## config.mk

```make
export PLATFORM = sky130hd
export DESIGN_NAME = popcount_scheduler
export DESIGN_NICKNAME = d
export VERILOG_FILES = /design/src/rtl/popcount_scheduler_pkg.sv /design/src/rtl/popcount_scheduler_rr_arbiter.sv /design/src/rtl/popcount_scheduler.sv
export SDC_FILE = /design/constraint.sdc
export NUM_CORES = 1
export LEC_CHECK = 0
export CORE_MARGIN = 8
export CORE_UTILIZATION = 30
export DETAILED_ROUTE_END_ITERATION = 10
export SLEW_MARGIN = 25
export SYNTH_ARGS = -nofsm -noshare
export SYNTH_HDL_FRONTEND = slang
export SYNTH_SLANG_ARGS = --single-unit
export TNS_END_PERCENT = 5
```

## constraint.sdc

```tcl
create_clock -name clk -period 5.6 [get_ports clk]
set_clock_uncertainty 0.1 [all_clocks]
set_input_delay 0.56 -clock clk [delete_from_list [all_inputs] [get_ports clk]]
set_output_delay 0.56 -clock clk [all_outputs]
set_load 0.03 [all_outputs]
```

## src/rtl/popcount_scheduler_pkg.sv

```systemverilog
// Shared definitions for the popcount scheduler.
//   state_t  : controller states (IDLE/ISSUE/WAIT/DONE)
//   wrap_inc : round-robin pointer advance, wrapping at n
package popcount_scheduler_pkg;

  typedef enum logic [1:0] {
    IDLE  = 2'd0,
    ISSUE = 2'd1,
    WAIT  = 2'd2,
    DONE  = 2'd3
  } state_t;

  function automatic int wrap_inc(input int idx, input int n);
    return (idx + 1 >= n) ? 0 : idx + 1;
  endfunction

endpackage

```

## src/rtl/popcount_scheduler_rr_arbiter.sv

```systemverilog
// Combinational round-robin arbiter.
//   req  in  NREQ  request vector
//   ptr  in  IDW   index searched first; search wraps NREQ-1 -> 0
//   en   in  1     when low, no grant is produced
//   gnt  out NREQ  one-hot winner (all zero if none)
//   idx  out IDW   encoded winner index (0 if none)
module rr_arbiter
  import popcount_scheduler_pkg::*;
#(
  parameter int NREQ = 4,
  parameter int IDW  = 2
) (
  input  logic [NREQ-1:0] req,
  input  logic [IDW-1:0]  ptr,
  input  logic            en,
  output logic [NREQ-1:0] gnt,
  output logic [IDW-1:0]  idx
);

  always_comb begin
    logic           found;
    int             j;
    logic [IDW-1:0] jj;
    gnt   = '0;
    idx   = '0;
    found = 1'b0;
    j     = 0;
    jj    = '0;
    for (int i = 0; i < NREQ; i++) begin
      j = int'(ptr) + i;
      if (j >= NREQ) j = j - NREQ;
      jj = IDW'(j);
      if (en && !found && req[jj]) begin
        gnt[jj] = 1'b1;
        idx     = jj;
        found   = 1'b1;
      end
    end
  end

endmodule

```

## src/rtl/popcount_scheduler.sv

```systemverilog
// Round-robin scheduler sharing one registered popcount datapath among NREQ requesters.
//   clk, rst           clock, synchronous active-high reset
//   req, req_data      per-requester level request and operand (slot i at [i*DW +: DW])
//   gnt                one-hot grant pulse, issued combinationally in IDLE
//   pc_load, pc_a      datapath load strobe and operand
//   pc_q               datapath result, valid the cycle after pc_load
//   rsp_valid/ready    response handshake; rsp_id and rsp_count held while pending
//   busy               high whenever the controller is not IDLE
module popcount_scheduler
  import popcount_scheduler_pkg::*;
#(
  parameter int NREQ = 4,
  parameter int DW   = 8,
  parameter int IDW  = 2,
  parameter int CW   = 4
) (
  input  logic               clk,
  input  logic               rst,
  input  logic [NREQ-1:0]    req,
  input  logic [NREQ*DW-1:0] req_data,
  output logic [NREQ-1:0]    gnt,
  output logic               pc_load,
  output logic [DW-1:0]      pc_a,
  input  logic [CW-1:0]      pc_q,
  output logic               rsp_valid,
  input  logic               rsp_ready,
  output logic [IDW-1:0]     rsp_id,
  output logic [CW-1:0]      rsp_count,
  output logic               busy
);

  state_t          state, state_nxt;
  logic [IDW-1:0]  rr_ptr;
  logic [IDW-1:0]  id_p0;
  logic [IDW-1:0]  win_idx;
  logic [NREQ-1:0] win_gnt;
  logic [DW-1:0]   win_data;
  logic            arb_en;

  // Gating with rst keeps gnt quiet during the reset cycle itself.
  assign arb_en = (state == IDLE) && !rst;

  rr_arbiter #(
    .NREQ(NREQ),
    .IDW (IDW)
  ) u_arb (
    .req(req),
    .ptr(rr_ptr),
    .en (arb_en),
    .gnt(win_gnt),
    .idx(win_idx)
  );

  always_comb begin
    win_data = '0;
    for (int i = 0; i < NREQ; i++) begin
      if (win_gnt[i]) win_data = req_data[i*DW +: DW];
    end
  end

  always_ff @(posedge clk) begin
    if (rst) state <= IDLE;
    else     state <= state_nxt;
  end

  always_comb begin
    state_nxt = state;
    case (state)
      IDLE:    if (|win_gnt) state_nxt = ISSUE;
      ISSUE:   state_nxt = WAIT;
      WAIT:    state_nxt = DONE;
      DONE:    if (rsp_ready) state_nxt = IDLE;
      default: state_nxt = IDLE;
    endcase
  end

  always_comb begin
    gnt       = win_gnt;
    pc_load   = (state == ISSUE);
    rsp_valid = (state == DONE);
    busy      = (state != IDLE);
  end

  // Grant edge: operand goes straight into pc_a, which then holds it until the
  // next grant, so it is stable throughout ISSUE and unchanged elsewhere.
  always_ff @(posedge clk) begin
    if (rst) begin
      rr_ptr    <= '0;
      id_p0     <= '0;
      pc_a      <= '0;
      rsp_id    <= '0;
      rsp_count <= '0;
    end else begin
      if (|win_gnt) begin
        pc_a   <= win_data;
        id_p0  <= win_idx;
        rr_ptr <= IDW'(wrap_inc(int'(win_idx), NREQ));
      end
      // Capture stage: datapath result is valid in WAIT.
      if (state == WAIT) begin
        rsp_count <= pc_q;
        rsp_id    <= id_p0;
      end
    end
  end

endmodule

```

==> results.yml, run 1 <==
cells_and_area:
  layout_common_cells: "clkdlybuf4s50_1, nor2_1, dfxtp_1"
  layout-drive-gt1-share: 0.0897
  fillers: 536
  fin_cells: 304
  n_antenna_cell: 0
  area_delta_synth_final_pct: 47.7
  fin_util: 0.456
  nNetsFinal: 289
  layout.cells.most_common: "clkdlybuf4s50_1"
  fin_area_um2: 2300
pwr:
  vdd_ir_drop_max_mv: 0.159
  powerDensity_nw_per_um2: 520
  power_leakage_nw: 0.915
  totalPowerFinal_mw: 1.20
timing:
  setup_tns_ns: 0
  max_slew_margin: 0.609
  worst_pin_slew_ns: 0.584
  whs_ns: 0.385
  max_freq_mhz: 223
  min_period_ns: 4.48
  final_hold_viol_count: 0
  rsz0062_at_grt: "false"
  setup_slack_ns: 1.12
  finalMaxSlewViolations: 0
  finalCritPeriodShare: 0.799
  setup_viol: 0
placed_design:
  dp_hpwl_um: 3700
  dp.cells: 299
  placedInstanceArea_um2: 2220
  dp_slack_ns: 1.39
  portBuffers: 63
  gp_congestion: 0.831
yosys:
  yosysSeqAreaShare: 0.257
  synthDistinctLibCells: 44
  synth-warning-count: 0
  synthArstFlopShare: 0
  synth_edf_count: 0
  yosys.area.top_type: "dfxtp_1"
  netlist.area_leader.share: 0.257
  syn_nets: 228
  netlist_instances: 174
  syn_avg_cell_area_um2: 8.95
  synth.cell_area_um2: 1560
  yosys_most_used_dff: "dfxtp_1"
  ys_seq_elements: 20
  synth_area_leaders: "dfxtp_1, ha_1, nor2_1"
die:
  start_util: 0.309
  dieWidth_um: 88.0
  rows: 26
  ios: 64
  core_um2: 5040
  die_area_um2: 7750
  die_y_um: 88.0
detailed_routing:
  via_per_inst: 5.05
  ant_nets: 0
  drt-total-wl_um: 4670
  wl_per_cell_um: 15.4
  vias: 1536
  first_iter_violations: 19
  drc: 0
  drtPass1Iterations: 4
hold_path:
  holdPathStages: 1
  hp-class: "reg -> reg"
  hp-start: "pc_a[3]$_SDFFE_PP0P_"
  worstHoldEndpoint: "pc_a[3]$_SDFFE_PP0P_"
setup_path:
  critPathLaunchType: "flop"
  r2r_slack_ns: 1.75
  required_ns: 4.94
  crit_arrival_ns: 3.82
  path_max_fanout: 9
  crit_path_end_kind: "primary output"
  reg2reg_to: "pc_a[3]$_SDFFE_PP0P_"
  crit_type: "reg -> out"
  worstRegToRegCells: 10
clocking:
  htree_levels: 1
  cts_resized: 0
  path_clk_slew_ns: 0.08
  clockBufferDepth: 2
  clock_sinks: 20
  insertion_delay_ns: 0.26
  numCtsBuffers: 3
  cts-hold-fix-buffers: 0
  cts_tree: "yes"
  root_buffer: "clkbuf_8"
  post_cts_buffers: 0
global_route:
  grtUsageTotal: 0.117
  grt_pass1_vias: 1511
  grt_start_max_net_pins: 20
  gr-usage-met3: 0.0347
  use_met1: 0.151
  grt_antenna_before_repair: 0
  busiest_layer: "met2"
  met2_usage: 0.186
  grt_first_pass_wirelength_um: 7180
  overflow: 0
status:
  outcome: "finished clean"
run:
  cap_viol_max_count: 0
## layout make-up
cell class              instances  area [um2]  area share
clock inverters                 1        30.0      0.0131
inverters                      10        37.5      0.0163
well taps                      70        87.6      0.0381
flip-flops and latches         20         400       0.174
repair buffers                 66         651       0.283
multi-input cells             134        1050       0.458
clock buffers                   3        41.3      0.0180
## cell usage after synthesis, types with 3 or more instances
master	n
a211oi_1	9
a221o_1	8
a22o_1	10
buf_6	3
clkbuf_1	4
dfxtp_1	20
ha_1	11
inv_1	10
mux2i_1	10
mux4_2	4
nand2_1	14
nor2_1	27
o21a_1	3
o21ai_0	3
## worst max-delay path, stage by stage, from the launching register on
cell,delay [ns]
dfxtp_1,0.56
inv_1,0.21
ha_1,0.48
mux4_2,0.62
nor3_1,0.46
a22oi_1,0.25
buf_2,0.24
inv_1,0.06
clkdlybuf4s50_1,0.66
## sequential cells by signal, indices dropped and copies added (netlist names), named ones only
name       flops
pc_a           8
rsp_count      4
rsp_id         2
id_p0          2
state          2
rr_ptr         1
## logic make-up after synthesis
kind of cell	count (synthesis)	share of synthesized area
buffers and inverters	20	0.0667
AOI/OAI and AO/OA	49	0.269
and+or+nand+nor	57	0.176
adders and majority gates	11	0.0884
DFF	20	0.257
muxes	16	0.137
xor gates and xnor gates	1	0.00563
## how the worst max path moves through the flow
stage / start / endpoint / cells past startpoint
after global placement: flop / gnt[2] / 8
after CTS: flop / gnt[2] / 8
after floorplan: flop / gnt[3] / 9
after detailed placement: flop / gnt[2] / 8
after global routing: flop / gnt[2] / 8
final: flop / gnt[2] / 8
## power by group
part	switching, mW	internal (mW)
clock	0.0506	0.0954
sequential	0.0405	0.194
combinational	0.447	0.369
total	0.538	0.658
## layer usage
layer / vias up / wire [um]
met5: - / 0
met4: 0 / 57
met3: 6 / 287
met2: 53 / 1960
met1: 712 / 2360
li1: 765 / -
(Power assumes the default switching activity.)
==> inputs of run 2 (changes only) <==
==> constraint.sdc (replaced) <==
create_clock -name clk -period 4.5 [get_ports clk]
set_clock_uncertainty 0.1 [all_clocks]
set_input_delay 0.45 -clock clk [delete_from_list [all_inputs] [get_ports clk]]
set_output_delay 0.45 -clock clk [all_outputs]
set_load 0.03 [all_outputs]
==> run 2 against run 1 <==
Effect of this change: highest routed layer unchanged; power rose by 27%; largest cell class unchanged; utilization rose by 0.50 points; via count fell by 0.98%; clock power rose by 27%; critical path depth did not move; non-clock buffer count rose by 3; register-to-register slack got worse by 0.73 ns; global-route usage fell by 0.14 points.
==> results.yml, run 2 (synthesis gave the netlist of run 1 again) <==
timing:
  finalMaxSlewViolations: 0
  max_freq_mhz: 247
  rsz0062_at_grt: "false"
  min_period_ns: 4.06
  whs_ns: 0.377
  setup_tns_ns: 0
  worst_pin_slew_ns: 0.495
  max_slew_margin: 0.667
  finalCritPeriodShare: 0.901
  final_hold_viol_count: 0
  setup_viol: 0
detailed_routing:
  wl_met3_um: 384
  wl_per_cell_um: 15.3
  drtPass1Iterations: 4
  vias: 1521
  drt-total-wl_um: 4690
  top_layer: "met4"
  drc: 0
  m1WireLength_um: 2420
  ant_nets: 0
  wl_met2_um: 1880
  first_iter_violations: 23
  via_per_inst: 4.95
cells_and_area:
  n_antenna_cell: 0
  fin_util: 0.461
  reg.largest.list: "pc_a x8, rsp_count x4"
  nNetsFinal: 292
  area_delta_synth_final_pct: 49.4
  layout-drive-gt1-share: 0.101
  fin_area_um2: 2320
  regMostFlops: "pc_a"
  layout.cells.most_common: "clkdlybuf4s50_1"
  layout_common_cells: "clkdlybuf4s50_1, nor2_1, dfxtp_1"
  largest_reg_flops: 8
die:
  core_um2: 5040
  dieWidth_um: 88.0
  rows: 26
  die_area_um2: 7750
  start_util: 0.309
  ios: 64
  die_y_um: 88.0
setup_path:
  critical_path.max_stage_delay_ns: 0.66
  crit_top_cell: "inv_1"
  crit_arrival_ns: 3.51
  critPathLaunchType: "flop"
  worstRegToRegCells: 10
  worstSetupStartpoint: "rr_ptr[1]$_SDFFE_PP0P_"
  r2r_slack_ns: 1.02
  path_max_fanout: 11
  crit_path_end_kind: "primary output"
  worst-path-stages: 8
  r2r-start: "rr_ptr[1]$_SDFFE_PP0P_"
  cp_slowest_cell: "clkdlybuf4s50_1"
  required_ns: 3.95
  crit_end: "gnt[2]"
  crit_family: "buffers and inverters"
  reg2reg_to: "state[1]$_SDFFE_PP0P_"
  cp_cell_sequence: "inv_1, ha_1, mux4_2, nor3_1, a22oi_1, buf_4, inv_1, clkdlybuf4s50_1"
  crit_type: "reg -> out"
  cp_num_buf_inv: 4
global_route:
  grtUsageTotal: 0.115
  grt_first_pass_wirelength_um: 7240
  grt_antenna_before_repair: 0
  grt_start_max_net_pins: 25
  grt_pass1_vias: 1475
  overflow: 0
pwr:
  p_switching_uw: 684
  power_leakage_nw: 0.931
  power.share.clock: 0.122
  totalPowerFinal_mw: 1.52
  vdd_ir_drop_max_mv: 0.211
  power_frac_seq: 0.182
  swShare: 0.449
  powerDensity_nw_per_um2: 656
  p_int_uw: 840
  comb_power_share: 0.696
status:
  outcome: "finished clean"
clocking:
  clock_sinks: 20
  cts_tree: "yes"
  post_cts_buffers: 0
  cts-hold-fix-buffers: 0
  insertion_delay_ns: 0.26
  clockBufferDepth: 2
  root_buffer: "clkbuf_8"
  htree_levels: 1
  cts_resized: 0
  path_clk_slew_ns: 0.08
  numCtsBuffers: 3
placed_design:
  portBuffers: 63
  gp_congestion: 0.874
  placedInstanceArea_um2: 2250
  dp_hpwl_um: 3590
run:
  cap_viol_max_count: 0
hold_path:
  hp-class: "reg -> reg"
## run 2: power by group through the flow
| stage | combinational (mW) | sequential, mW | clock, mW |
|---|---|---|---|
| after floorplan | 0.702 | 0.356 | 0 |
| after global placement | 1.07 | 0.282 | 0 |
| after detailed placement | 1.06 | 0.282 | 0 |
| after CTS | 1.07 | 0.278 | 0.191 |
| after global routing | 1.15 | 0.287 | 0.199 |
| final | 1.06 | 0.278 | 0.186 |
## run 2: per-layer routing
layer	track usage	up-vias
met5	0	-
met4	0.0138	0
met3	0.0319	2
met2	0.179	51
met1	0.158	697
li1	-	771
## run 2: area by class of cell
type,count,area (um2)
Clock inverter,1,30.0
Tap cell,70,87.6
Inverter,10,37.5
Multi-Input combinational cell,134,1050
Fill cell,513,2720
Timing Repair Buffer,69,676
Clock buffer,3,41.3
Sequential cell,20,400
## run 2: stage by stage
step	instances	setup slack [ns]
6_report	307	0.444
5_1_grt	307	0.290
4_1_cts	307	0.430
3_5_place_dp	303	0.726
3_3_place_gp	303	0.798
2_1_floorplan	174	1.34
## run 2: worst min path at each step
stage / end / start / cells after the start
2_1_floorplan: id_p0[1]$_SDFFE_PP0P_ / id_p0[1]$_SDFFE_PP0P_ / 2
3_3_place_gp: pc_a[7]$_SDFFE_PP0P_ / pc_a[7]$_SDFFE_PP0P_ / 1
3_5_place_dp: pc_a[7]$_SDFFE_PP0P_ / pc_a[7]$_SDFFE_PP0P_ / 1
4_1_cts: pc_a[7]$_SDFFE_PP0P_ / pc_a[7]$_SDFFE_PP0P_ / 1
5_1_grt: pc_a[6]$_SDFFE_PP0P_ / pc_a[6]$_SDFFE_PP0P_ / 1
6_report: pc_a[7]$_SDFFE_PP0P_ / pc_a[7]$_SDFFE_PP0P_ / 1
==> inputs of run 3 (changes only) <==
--- a/config.mk
+++ b/config.mk
@@ -8,6 +8,7 @@
 export CORE_MARGIN = 8
 export CORE_UTILIZATION = 30
 export DETAILED_ROUTE_END_ITERATION = 10
+export GPL_ROUTABILITY_DRIVEN = 0
 export SLEW_MARGIN = 25
 export SYNTH_ARGS = -nofsm -noshare
 export SYNTH_HDL_FRONTEND = slang
==> results of run 3 <==
No change in the layout: final DEF, timing and power equal those of run 2.
==> edit: new RTL, config.mk and constraints of run 1 <==
Re-encode `state_t` (4 states) as one-hot, 4 bits wide.
--- a/src/rtl/popcount_scheduler_pkg.sv
+++ b/src/rtl/popcount_scheduler_pkg.sv
@@ -3,11 +3,11 @@
 //   wrap_inc : round-robin pointer advance, wrapping at n
 package popcount_scheduler_pkg;
 
-  typedef enum logic [1:0] {
-    IDLE  = 2'd0,
-    ISSUE = 2'd1,
-    WAIT  = 2'd2,
-    DONE  = 2'd3
+  typedef enum logic [3:0] {
+    IDLE  = 4'b0001,
+    ISSUE = 4'b0010,
+    WAIT  = 4'b0100,
+    DONE  = 4'b1000
   } state_t;
 
   function automatic int wrap_inc(input int idx, input int n);
Formal check against the unedited RTL: same outputs for any inputs over 10 cycles, from zero or initial values and one cycle with rst high; not proved beyond that.
==> edit against run 1 <==
Sequential cell count up 2; sequential share of layout area grew 1.5 points; area after synthesis grew 3.8%; combinational power fell by 7.9%; wire length down 5.0%; setup slack improved by 0.10 ns; non-clock buffer count fell by 2; register-to-register slack lost 0.35 ns; design area is 1.5% higher; total power is 4.3% lower; critical endpoint is now gnt[3]; largest cell class unchanged.
==> edit: results (changes against run 1) <==
Worst hold path
  – Worst hold path type: register to register (unchanged)

Synth
  – Seq/Total Area, Yosys: 27.3% (was 25.7%)
  – Synth top cells by count: nor2_1, dfxtp_1, nand2_1, mux2i_1, a21oi_1 (was nor2_1, dfxtp_1, nand2_1, ha_1)
  – Yosys cell types: 45 (was 44)
  – Syn Inst Count: 178 (was 174)
  – Post-synth ARST share: 0% (unchanged)
  – EDFF count, synth: 0 (unchanged)
  – Top cells by area, synth: dfxtp_1, a311oi_2, ha_1, mux2i_1, nor2_1 (was dfxtp_1, ha_1, nor2_1, mux2i_1, mux4_2)
  – Yosys warning count: 0 (unchanged)
  – Adder-Cell Fraction of Synth Area: 6.20% (was 8.84%)
  – Compound-Gate Fraction of Synth Area: 23.0% (was 26.9%)
  – Syn nets: 229 (was 228)
  – Xor/xnor share of the synthesized area: 0% (was 0.563%)
  – Post-synthesis mux area share: 12.5% (was 13.7%)

Global route
  – Initial antenna violation count: 0 (unchanged)
  – Met3 Usage GRT: 7.17% (was 3.47%)
  – First-pass GRT wire length: 7180 um (about the same)
  – Largest net degree at the start of global routing: 24 (was 20)
  – Met2 Use GR: 15.8% (was 18.6%)
  – GR Util All Layers: 11.2% (was 11.7%)
  – Met1 Use GR: 14.4% (was 15.1%)
  – Gr busiest metal: met2 (unchanged)

Drt
  – Highest metal used: met4 (unchanged)
  – DR iter-0 viols: 77 (was 19)
  – Met2 wire length: 1740 um (was 1960 um)
  – Detail Route met3 WL: 548 um (was 287 um)
  – Met1 Wirelength: 2140 um (was 2360 um)
  – DR vias: 1509 (was 1536)
  – Drt first pass iters: 4 (unchanged)
  – WL final: 4440 um (was 4670 um)
  – WL/cell: 14.6 um (was 15.4 um)

Critical path
  – Crit path DAT: 3.72 ns (was 3.82 ns)
  – Largest stage delay on the critical path: 0.81 ns (was 0.66 ns)
  – Slowest cell on crit path: clkdlybuf4s50_1 (unchanged)
  – CP top delay family: buffers and inverters (unchanged)
  – Worst Path Max Fanout: 18 (was 9)

Placed design
  – Placed insts: 300 (was 299)
  – PortBufs: 63 (unchanged)
  – DPL Wire Length: 3390 um (was 3700 um)
  – GP Congestion: 0.842 (was 0.831)

Clock network
  – TritonCTS buffer count: 3 (unchanged)
  – Clock Latency Late Sink: 0.26 ns (about the same)
  – Root Driver: clkbuf_8 (unchanged)
  – PostCTS Resize Cnt: 0 (unchanged)
  – Clock buffer depth: 2 (unchanged)
  – Post-CTS setup buffers: 0 (unchanged)
  – Clk slew on worst S/H paths: 0.08 ns (about the same)
  – H-Tree Depth: 1 (unchanged)

Layout
  – Ant diodes: 0 (unchanged)
  – Final Net Count: 286 (was 289)
  – Largest regs: pc_a (8), rsp_count (4), state (4) (was pc_a (8), rsp_count (4))
  – Fraction of layout cells with a size suffix above 1: 13.2% (was 8.97%)

Power
  – VDD IR-drop max: 284 uV (was 159 uV)
  – LEAKAGE: 0.841 nW (was 0.915 nW)
  – Switching portion of total power: 44.8% (was 44.9%)

Outcome
  – Status: finished clean (unchanged)

STA
  – Slew headroom: 40.5% (was 60.9%)
[edit: power groups by stage]
stage	clock network, mW	logic, mW	registers [mW]
floorplan	0	0.540	0.295
global placement	0	0.751	0.253
detailed placement	0	0.749	0.252
CTS	0.152	0.756	0.248
global route	0.157	0.817	0.258
finish	0.145	0.751	0.249
[edit: final timing paths]
path,startpoint,to,slack [ns],cells past startpoint
setup / recovery,rr_ptr[0],gnt[3],1.22,6
hold / removal,id_p0[1],rsp_id[1],0.40,2
setup reg to reg,rr_ptr[0],rr_ptr[0],1.40,9
hold reg to reg,id_p0[1],rsp_id[1],0.40,2
[edit: layout make-up]
| class | instances | area [um^2] |
|---|---|---|
| Multi-Input combinational cell | 139 | 1070 |
| Sequential cell | 22 | 440 |
| Clock buffer | 3 | 41.3 |
| Tap cell | 70 | 87.6 |
| Fill cell | 523 | 2810 |
| Timing Repair Buffer | 64 | 638 |
| Inverter | 5 | 21.3 |
| Clock inverter | 1 | 30.0 |
[edit: metrics by stage]
| stage | power, mW | worst slack (ns) | area (um^2) |
|---|---|---|---|
| final | 1.14 | 1.22 | 2330 |
| after global routing | 1.23 | 0.974 | 2330 |
| after CTS | 1.16 | 1.23 | 2330 |
| after detailed placement | 1.00 | 1.43 | 2260 |
| after global placement | 1.00 | 1.51 | 2260 |
| after floorplan | 0.835 | 2.39 | 1620 |
[edit: worst min-delay path, stage by stage, from the launching register on]
cell and delay [ns]:
dfxtp_1 0.33, mux2i_1 0.06, nor2_1 0.07
[edit: logic make-up after synthesis]
logic type / Yosys count
DFF: 22
buffers and inverters: 17
muxes: 15
adders and majority gates: 8
and+or+nand+nor: 76
AOI/OAI and AO/OA: 40
